### src/rtl/arm_ctrl_pkg.sv
// arm_ctrl_pkg: shared flag indices, condition encodings and flag-write codes
package arm_ctrl_pkg;
   localparam int FLAG_N = 3;
   localparam int FLAG_Z = 2;
   localparam int FLAG_C = 1;
   localparam int FLAG_V = 0;
   localparam logic [3:0] COND_EQ = 4'b0000;
   localparam logic [3:0] COND_NE = 4'b0001;
   localparam logic [3:0] COND_CS = 4'b0010;
   localparam logic [3:0] COND_CC = 4'b0011;
   localparam logic [3:0] COND_MI = 4'b0100;
   localparam logic [3:0] COND_PL = 4'b0101;
   localparam logic [3:0] COND_VS = 4'b0110;
   localparam logic [3:0] COND_VC = 4'b0111;
   localparam logic [3:0] COND_HI = 4'b1000;
   localparam logic [3:0] COND_LS = 4'b1001;
   localparam logic [3:0] COND_GE = 4'b1010;
   localparam logic [3:0] COND_LT = 4'b1011;
   localparam logic [3:0] COND_GT = 4'b1100;
   localparam logic [3:0] COND_LE = 4'b1101;
   localparam logic [3:0] COND_AL = 4'b1110;
   localparam logic [3:0] COND_NV = 4'b1111;
   localparam logic [1:0] FLAGW_NZ = 2'b10;
   localparam logic [1:0] FLAGW_CV = 2'b01;
endpackage

### src/rtl/condlogic_if.sv
// condlogic_if: strobe and flag bundle between the main FSM/decoder and condlogic
interface condlogic_if;
   logic [3:0] Cond;
   logic [3:0] ALUFlags;
   logic [1:0] FlagW;
   logic       PCS;
   logic       NextPC;
   logic       RegW;
   logic       MemW;
   logic       PCWrite;
   logic       RegWrite;
   logic       MemWrite;
   logic [3:0] Flags;
   modport master (
      output Cond, ALUFlags, FlagW, PCS, NextPC, RegW, MemW,
      input  PCWrite, RegWrite, MemWrite, Flags
   );
   modport slave (
      input  Cond, ALUFlags, FlagW, PCS, NextPC, RegW, MemW,
      output PCWrite, RegWrite, MemWrite, Flags
   );
endinterface

### src/rtl/condlogic_condcheck.sv
// condcheck: evaluates an ARM condition field against stored NZCV flags
module condcheck
   import arm_ctrl_pkg::*;
(
   input  logic [3:0] Cond,
   input  logic [3:0] Flags,
   output logic       CondEx
);
   logic n, z, c, v, ge;
   assign n  = Flags[FLAG_N];
   assign z  = Flags[FLAG_Z];
   assign c  = Flags[FLAG_C];
   assign v  = Flags[FLAG_V];
   assign ge = (n == v);
   // condition decode; the reserved code falls to the default and is masked by the wrapper
   always_comb begin
      case (Cond)
         COND_EQ: CondEx = z;
         COND_NE: CondEx = ~z;
         COND_CS: CondEx = c;
         COND_CC: CondEx = ~c;
         COND_MI: CondEx = n;
         COND_PL: CondEx = ~n;
         COND_VS: CondEx = v;
         COND_VC: CondEx = ~v;
         COND_HI: CondEx = c & ~z;
         COND_LS: CondEx = ~(c & ~z);
         COND_GE: CondEx = ge;
         COND_LT: CondEx = ~ge;
         COND_GT: CondEx = ~z & ge;
         COND_LE: CondEx = ~(~z & ge);
         COND_AL: CondEx = 1'b1;
         default: CondEx = 1'b0;
      endcase
   end
endmodule

### src/rtl/condlogic.sv
// condlogic: NZCV flag register and condition gating of the FSM write strobes
module condlogic
   import arm_ctrl_pkg::*;
(
   input logic        clk,
   input logic        reset,
   condlogic_if.slave bus
);
   logic [3:0] flags_q, flags_d;
   logic       cond_ex_delayed_q, cond_ex_delayed_d;
   logic       cond_raw, cond_ex;
   condcheck u_condcheck (
      .Cond   (bus.Cond),
      .Flags  (flags_q),
      .CondEx (cond_raw)
   );
   assign cond_ex = cond_raw & (bus.Cond != COND_NV);
   // next flag halves load independently when their write is requested and the condition passes
   always_comb begin
      flags_d[FLAG_N:FLAG_Z] = (bus.FlagW[1] & cond_ex) ? bus.ALUFlags[FLAG_N:FLAG_Z] : flags_q[FLAG_N:FLAG_Z];
      flags_d[FLAG_C:FLAG_V] = (bus.FlagW[0] & cond_ex) ? bus.ALUFlags[FLAG_C:FLAG_V] : flags_q[FLAG_C:FLAG_V];
      cond_ex_delayed_d      = cond_ex;
   end
   // state registers; reset wins over a flag write in the same cycle
   always_ff @(posedge clk) begin
      if (reset) begin
         flags_q           <= 4'b0000;
         cond_ex_delayed_q <= 1'b0;
      end else begin
         flags_q           <= flags_d;
         cond_ex_delayed_q <= cond_ex_delayed_d;
      end
   end
   assign bus.PCWrite  = (bus.PCS & cond_ex_delayed_q) | bus.NextPC;
   assign bus.RegWrite = bus.RegW & cond_ex_delayed_q;
   assign bus.MemWrite = bus.MemW & cond_ex_delayed_q;
   assign bus.Flags    = flags_q;
endmodule

### src/flat_wrapper.sv
// flat-port wrapper written by rule: the top's interface ports become plain ports
module condlogic_flat import arm_ctrl_pkg::*;
  (clk, reset, bus_Cond, bus_ALUFlags, bus_FlagW, bus_PCS, bus_NextPC, bus_RegW, bus_MemW, bus_PCWrite, bus_RegWrite, bus_MemWrite, bus_Flags);
  condlogic_if bus_i ();
  input logic clk;
  input logic reset;
  input wire logic [$bits(bus_i.Cond)-1:0] bus_Cond;
  input wire logic [$bits(bus_i.ALUFlags)-1:0] bus_ALUFlags;
  input wire logic [$bits(bus_i.FlagW)-1:0] bus_FlagW;
  input wire logic [$bits(bus_i.PCS)-1:0] bus_PCS;
  input wire logic [$bits(bus_i.NextPC)-1:0] bus_NextPC;
  input wire logic [$bits(bus_i.RegW)-1:0] bus_RegW;
  input wire logic [$bits(bus_i.MemW)-1:0] bus_MemW;
  output wire logic [$bits(bus_i.PCWrite)-1:0] bus_PCWrite;
  output wire logic [$bits(bus_i.RegWrite)-1:0] bus_RegWrite;
  output wire logic [$bits(bus_i.MemWrite)-1:0] bus_MemWrite;
  output wire logic [$bits(bus_i.Flags)-1:0] bus_Flags;
  assign bus_i.Cond = bus_Cond;
  assign bus_i.ALUFlags = bus_ALUFlags;
  assign bus_i.FlagW = bus_FlagW;
  assign bus_i.PCS = bus_PCS;
  assign bus_i.NextPC = bus_NextPC;
  assign bus_i.RegW = bus_RegW;
  assign bus_i.MemW = bus_MemW;
  assign bus_PCWrite = bus_i.PCWrite;
  assign bus_RegWrite = bus_i.RegWrite;
  assign bus_MemWrite = bus_i.MemWrite;
  assign bus_Flags = bus_i.Flags;
  condlogic u_core (.clk(clk), .reset(reset), .bus(bus_i));
endmodule
### config.mk
export PLATFORM = sky130hd
export DESIGN_NAME = condlogic_flat
export DESIGN_NICKNAME = d
export VERILOG_FILES = /design/src/rtl/arm_ctrl_pkg.sv /design/src/rtl/condlogic_if.sv /design/src/rtl/condlogic_condcheck.sv /design/src/rtl/condlogic.sv /design/src/flat_wrapper.sv
export SDC_FILE = /design/constraint.sdc
export NUM_CORES = 1
export LEC_CHECK = 0
export CAP_MARGIN = 10
export CORE_AREA = 2 2 39 41
export DETAILED_ROUTE_END_ITERATION = 6
export DIE_AREA = 0 0 41 43
export HOLD_SLACK_MARGIN = 0.1
export PLACE_DENSITY = 0.65
export SLEW_MARGIN = 20
export SYNTH_ARGS = -nofsm -noshare
export SYNTH_HDL_FRONTEND = slang
export SYNTH_HIERARCHICAL = 1
export SYNTH_SLANG_ARGS = --single-unit
### constraint.sdc
create_clock -name clk -period 4 [get_ports clk]
set_clock_uncertainty 0.2 [all_clocks]
set_input_delay 0.6 -clock clk [delete_from_list [all_inputs] [get_ports clk]]
set_output_delay 0.6 -clock clk [all_outputs]
set_load 0.03 [all_outputs]
Word-level counts from Yosys, hierarchy flattened
Index checks and enable logic that the tools add are counted.

Equality and inequality tests: 16. Mux-type cells: 1. Bitwise logic cells: 16. Reductions and logical operators: 1.

Operators with widths (count): equality test 4 bit, second input constant (7); equality test 4 x 3 -> 1 bit, second input constant (4); case mux 1 bit (15 select lines) (1); bitwise AND 1 bit (8); equality test 4 x 2 -> 1 bit, second input constant (2); inverter 1 bit (7); equality test 4 x 1 -> 1 bit, second input constant (1); zero test 4 bit (1); != test 4 bit, second input constant (1); equality test 1 bit (1); OR 1 bit (1).

Register bits: 5. Bits of input ports: 16. Output and inout bits: 7. Logic and storage cells: 37.

Longest topological paths before layout
Gate-level depths: netlist of run 1.

Word-level depth: 6. Mapped depth: 7. Depth with buffers taken out: 7.

By module
Netlist of run 1, hierarchy kept.

By module, submodules not included: condlogic (times used 1, cells each 25, area each 252.7 µm², seq. area each 100.1 µm²); condcheck (times used 1, cells each 23, area each 147.6 µm², seq. area each 0.0 µm²).

Worst setup path before layout of run 1
Ideal clock, no wire load.

Path type: in2reg. Start: input port bus_Cond[3]. End: register u_core.flags_q[0], in the netlist u_core/bus.Flags[0]. Library setup time: 0.072 ns. Arrival time: 1.915 ns. Data required time: 3.728 ns. Slack: 1.814 ns. Stages: 7. Path buffers: 0. Path through: or3b_1 a21o_1 a21oi_2 o21ai_1 a32oi_1 and3_4 mux2i_1.

Longest elaborated chain between the ends: 4. Elaborated cells between the ends (all ways): 19. Classes of those cells: eq/ne: 15; mux: 1; bitwise: 2; reduce/logical: 1.

RTL lines: from (decl) (line flat_wrapper.sv:7) `input wire logic [$bits(bus_i.Cond)-1:0] bus_Cond;`; equality test 4 bit, or another cell as far along (line condlogic_condcheck.sv:17) `case (Cond)`; case mux 1 bit (15 select lines) (*) (line condlogic_condcheck.sv:17); net u_core.cond_raw (line condlogic.sv:11) `logic cond_raw, cond_ex;`; bitwise AND 1 bit (*) (line condlogic.sv:17) `assign cond_ex = cond_raw & (bus.Cond != COND_NV);`; bitwise AND 1 bit (*) (line condlogic.sv:21) `flags_d[FLAG_C:FLAG_V] = (bus.FlagW[0] & cond_ex) ? bus.ALUFlags[FLAG_C:FLAG_V] : flags_q[FLAG_C:FLAG_V];`; to (signal assigned) (line condlogic.sv:30) `flags_q <= flags_d;`; to (decl) (line condlogic.sv:9) `logic [3:0] flags_q, flags_d;`.

The timed path passes the listed nets; every way through them passes the cells marked *. A chain may end at the register's enable or synchronous reset.

Worst setup path in the final report of run 1
Start: input port bus_Cond[3]. End: register u_core.flags_q[3], in the netlist u_core/bus.Flags[3].

Longest elaborated chain between the ends: 4. Elaborated cells between the ends (all ways): 19. Classes of those cells: eq/ne: 15; mux: 1; bitwise: 2; reduce/logical: 1.

RTL lines: equality test 4 bit, or another cell as far along (line condlogic_condcheck.sv:17); case mux 1 bit (15 select lines) (*) (line condlogic_condcheck.sv:17); net u_core.cond_raw (line condlogic.sv:11); bitwise AND 1 bit (*) (line condlogic.sv:17); bitwise AND 1 bit (*) (line condlogic.sv:20) `flags_d[FLAG_N:FLAG_Z] = (bus.FlagW[1] & cond_ex) ? bus.ALUFlags[FLAG_N:FLAG_Z] : flags_q[FLAG_N:FLAG_Z];`.

Marks and branches as above.

==> results of run 1 <==
## cell families after synthesis
logic type             Yosys count  share of synthesized area
flip-flops                       5                      0.250
XOR/XNOR                         2                     0.0438
AND/OR/NAND/NOR                 24                      0.397
buffers and inverters            1                    0.00937
AO/OA/AOI/OAI                   12                      0.200
multiplexers                     4                      0.100
## power by group through the flow
| stage | Combinational, mW | Clock (mW) | Sequential, mW |
|---|---|---|---|
| 2_1_floorplan | 0.0307 | 0 | 0.0653 |
| 3_3_place_gp | 0.0673 | 0 | 0.0609 |
| 3_5_place_dp | 0.0678 | 0 | 0.0610 |
| 4_1_cts | 0.0682 | 0.0622 | 0.0601 |
| 5_1_grt | 0.0731 | 0.0632 | 0.0609 |
| 6_report | 0.0678 | 0.0593 | 0.0601 |
## per-stage QoR
step / std cells / power, mW
2_1_floorplan: 48 / 0.0960
3_3_place_gp: 86 / 0.128
3_5_place_dp: 86 / 0.129
4_1_cts: 90 / 0.190
5_1_grt: 90 / 0.197
6_report: 90 / 0.187
## final timing paths
| kind | slack (ns) | depth (start not counted) | start | to |
|---|---|---|---|---|
| setup / recovery | 1.22 | 8 | bus_Cond[3] | u_core/bus.Flags[3] |
| setup reg to reg | 1.82 | 7 | u_core/bus.Flags[3] | u_core/bus.Flags[3] |
| hold / removal | 0.35 | 2 | u_core/bus.Flags[1] | u_core/bus.Flags[1] |
| hold reg to reg | 0.35 | 2 | u_core/bus.Flags[1] | u_core/bus.Flags[1] |
## worst max-delay path, cell delays in order
cell and delay, ns:
clkdlybuf4s50_1 0.61, or3b_1 0.39, a21o_1 0.18, a21oi_2 0.12, o21ai_1 0.08, a32oi_1 0.32
and3_4 0.27, mux2i_1 0.17
## placed cells by master (no fill, tap or decap)
master / instances
xor2_1: 2
a21o_1: 2
o22a_1: 1
inv_1: 1
o21ai_1: 1
a32oi_1: 1
nor4b_1: 1
a21oi_1: 2
nand2_1: 4
o21a_1: 1
clkbuf_4: 3
a21oi_2: 1
clkdlybuf4s50_1: 22
nand2b_1: 8
o22ai_1: 1
or3b_1: 1
and3_2: 1
mux2i_1: 4
o21ai_0: 2
dfxtp_1: 5
nand4_2: 1
and2_1: 2
clkbuf_1: 1
nor2_1: 3
and3_4: 2
and3b_2: 1
## per-layer routing
layer  track usage  vias up
met4        0.0800        0
li1              -      226
met3        0.0157        2
met1         0.172      195
met2         0.194       10
met5             0        -
## registers in the layout, indices dropped and copies added, names as in the netlist
name / cells
u_core/bus.Flags: 4
u_core/cond_ex_delayed_q: 1
## area by class of cell
cell class / instances / area share
well taps: 16 / 0.0300
inverters: 1 / 0.00563
repair buffers: 22 / 0.330
clock buffers: 4 / 0.0394
multi-input cells: 42 / 0.445
flip-flops and latches: 5 / 0.150
==> flow_summary_export.csv, run 1 <==
group,metric,value,unit
floorplan,num_rows,14,
timing,max_freq,359,MHz
clock_network,cts.sinks,5,
placement,place_area,641,µm²
synth,synth-edff-count,0,
outcome,status,"finished, final reports clean",
clock_network,cts-buffers-inserted,3,
synth,synthTopCellsByArea,"dfxtp_1 25%, nand2b_1 13%, mux2i_1 10%",
floorplan,io_pins,23,
global_route,grt-ovfl-total,0,
critical_path,crit_path_start_kind,"primary input",
route,ant_nets,0,
finish,syn2layout_area_growth,66.6,%
floorplan,core_area,0.00138,mm²
route,top_layer,"met4",
critical_path,critPathMaxFanout,8,
floorplan,die_area,0.00176,mm²
synth,yosysMostFrequentCell,"nand2b_1",
critical_path,crit_type,"in -> reg",
route,met3_length,40,µm
power_and_ir_drop,p_per_area,281,mW/mm²
route,wl_per_cell,11.1,µm
timing,holdWs,0.351,ns
timing,tightest_slew,0.318,ns
critical_path,crit_arrival,2.76,ns
timing,finalSetupViolCount,0,
finish,multi_input_area,297,µm²
critical_path,critical_path_required,3.97,ns
synth,yosys_warnings,6,
route,met1_length,460,µm
finish,drive_above_1_share,0.122,
timing,rsz0062_at_grt,"false",
worst_hold_path,hold_path.class,"reg -> reg",
clock_network,htreeDepth,1,
global_route,first_global_vias,393,
synth,synth_nets,64,
route,viasPerCell,4.81,
finish,fill_cells,142,
placement,gp_congestion,0.628,
synth,synth_area_per_cell,8.34,µm²
timing,slew_headroom,0.787,
clock_network,ctsResizeCount,0,
power_and_ir_drop,cell_internal_pwr,0.130,mW
floorplan,die_h,43,µm
synth,syn_inst,48,
synth,async_reset_ff_frac,0,
power_and_ir_drop,power_leakage,0.259,nW
finish,final_util,0.482,
global_route,grt_antenna_before_repair,0,
placement,port_buffers,22,
route,drcViolationCount,0,
clock_network,clkSlewWorstSetupHoldPaths,0.04,ns
clock_network,cts_tree,"done",
route,met2_wirelength,473,µm
power_and_ir_drop,pwr-share-clk,0.317,
route,wirelength,996,µm
route,initialDrtViolationCount,0,
placement,dp_slack,0.999,ns
power_and_ir_drop,ir_drop,0.240,mV
floorplan,die_w,41,µm
clock_network,hold_buffers,0,
synth,synth_top_area_frac,0.250,
route,firstDrtPassIters,1,
run,drv_cap,0,
synth,seq_area_frac_synth,0.250,
synth,synth_seq_cells,5,
synth,synth.largest_area_cell,"dfxtp_1",
floorplan,initial_core_util,0.289,
clock_network,root_buffer,"clkbuf_4",
power_and_ir_drop,power_frac_seq,0.321,
synth,synth_common_cells,"8 x nand2b_1, 5 x dfxtp_1, 4 x mux2i_1, 4 x nand2_1, 3 x nor2_1",
critical_path,cp-end-kind,"register",
clock_network,clkLatencyLatePin,0.24,ns
clock_network,post_cts_buffers,0,
finish,final-seq-area,100,µm²
route,vias,433,
finish,layout.nets,91,
power_and_ir_drop,switching_share,0.305,
timing,slew_viol_final,0,
finish,num_antenna_cells,0,
clock_network,cts_buffer_depth,2,
timing,finalWorstSetupSlack,1.22,ns
finish,design_area,667,µm²
global_route,grtUsageTotal,0.131,
timing,min_period,2.78,ns
synth,synth_cell_types,23,
global_route,grt_pass1_wl,1590,µm
global_route,grt_max_degree,10,
synth,synth_flop_cell,"dfxtp_1",
power_and_ir_drop,combPwrFrac,0.362,
timing,fin_crit_sh,0.696,
timing,tns,0,ns
synth,synth_area,400,µm²
timing,hold_viol,0,
power_and_ir_drop,switching_power,0.0571,mW
Note: power is estimated with default switching activity, not from simulation.
==> run 2: changes to the inputs <==
==> constraint.sdc (replaced) <==
create_clock -name clk -period 2.8 [get_ports clk]
set_clock_uncertainty 0.2 [all_clocks]
set_input_delay 0.42 -clock clk [delete_from_list [all_inputs] [get_ports clk]]
set_output_delay 0.42 -clock clk [all_outputs]
set_load 0.03 [all_outputs]
==> flow_summary_export.csv, run 2 (same netlist as run 1, synthesis figures left out) <==
group,metric,value,unit
clock_network,cts.sinks,5,
run,drv_cap,0,
timing,slew_viol_final,0,
clock_network,root_buffer,"clkbuf_4",
critical_path,r2r_slack,0.66,ns
route,ant_nets,0,
timing,hold_viol,0,
clock_network,cts-buffers-inserted,3,
clock_network,hold_buffers,0,
finish,largest_reg_flops,4,
placement,gp_congestion,0.686,
timing,slew_headroom,0.787,
power_and_ir_drop,ir_drop,0.258,mV
critical_path,crit_path_start_kind,"primary input",
global_route,grt-ovfl-total,0,
critical_path,crit_arrival,2.35,ns
route,firstDrtPassIters,2,
power_and_ir_drop,power_leakage,0.269,nW
floorplan,die_w,41,µm
global_route,grtUsageTotal,0.140,
timing,rsz0062_at_grt,"false",
timing,tns,0,ns
critical_path,crit_type,"in -> reg",
placement,place_area,656,µm²
global_route,first_global_vias,434,
floorplan,num_rows,14,
floorplan,die_h,43,µm
worst_hold_path,hold_path.class,"reg -> reg",
outcome,status,"finished, final reports clean",
finish,layout.nets,93,
route,drcViolationCount,0,
finish,design_area,682,µm²
timing,max_freq,421,MHz
finish,num_antenna_cells,0,
clock_network,cts_tree,"done",
timing,min_period,2.38,ns
timing,fin_crit_sh,0.849,
finish,multi_input_area,297,µm²
power_and_ir_drop,report.power.total,0.268,mW
route,wirelength,1040,µm
critical_path,critical_path_required,2.77,ns
finish,drive_above_1_share,0.145,
finish,layout_common_cells,"22 x clkdlybuf4s50_1, 8 x nand2b_1, 5 x dfxtp_1, 4 x mux2i_1, 4 x nand2_1",
finish,layout_commonest_cell,"clkdlybuf4s50_1",
floorplan,core_area,0.00138,mm²
timing,finalSetupViolCount,0,
finish,final-seq-area,100,µm²
floorplan,initial_core_util,0.289,
clock_network,clkSlewWorstSetupHoldPaths,0.04,ns
floorplan,io_pins,23,
route,viasPerCell,4.90,
critical_path,critPathMaxFanout,3,
placement,port_buffers,22,
route,wl_per_cell,11.3,µm
clock_network,htreeDepth,1,
global_route,grt_max_degree,10,
clock_network,cts_buffer_depth,2,
power_and_ir_drop,p_per_area,393,mW/mm²
clock_network,clkLatencyLatePin,0.24,ns
route,initialDrtViolationCount,8,
floorplan,die_area,0.00176,mm²
clock_network,ctsResizeCount,0,
clock_network,post_cts_buffers,0,
global_route,grt_antenna_before_repair,0,
route,vias,451,
timing,tightest_slew,0.319,ns
global_route,grt_pass1_wl,1680,µm
critical_path,cp-end-kind,"register",
finish,fill_cells,138,
placement,dp_hpwl,831,µm
finish,syn2layout_area_growth,70.3,%
## run 2: changes by cell type in the layout (fill, tap and decap cells not counted), sizes merged
cell and delta:
buf +2
## run 2: layout make-up
class | count | share of cell area
clock buffers | 4 | 0.0385
inverters | 1 | 0.00550
repair buffers | 24 | 0.345
well taps | 16 | 0.0294
multi-input cells | 42 | 0.435
flip-flops and latches | 5 | 0.147
## run 2: through the flow
step                      std cells  hold WS, ns  worst slack, ns  utilization
after global placement           88        0.331            0.178        0.474
after floorplan                  48        0.292            0.701            -
final                            92        0.333            0.424        0.493
after global routing             92        0.374            0.239        0.493
after detailed placement         88        0.330            0.160        0.474
after CTS                        92        0.339            0.406        0.493
## run 2: power by group
group | internal, mW | switching (mW) | total (mW)
registers | 0.0775 | 0.00851 | 0.0860
logic | 0.0564 | 0.0430 | 0.0994
clock network | 0.0538 | 0.0285 | 0.0823
## run 2: worst max-delay path: stages
cell	delay, ns
clkdlybuf4s50_1	0.47
or3b_1	0.36
a21o_1	0.18
a21oi_2	0.12
o21ai_1	0.08
a32oi_1	0.27
and3_4	0.26
mux2i_1	0.17
## run 2: path summary, 6_finish.rpt
kind,start,end,cells after the start
setup / recovery,bus_Cond[3],u_core/bus.Flags[1],8
setup reg to reg,u_core/bus.Flags[3],u_core/bus.Flags[1],7
hold reg to reg,u_core/bus.Flags[1],u_core/bus.Flags[1],2
hold / removal,u_core/bus.Flags[1],u_core/bus.Flags[1],2
## run 2: layer usage
layer,vias to the layer above,routed length (µm),global-route usage
met3,2,37,0.0157
li1,229,-,-
met2,8,527,0.213
met5,-,0,0
met1,212,464,0.170
met4,0,12,0.100
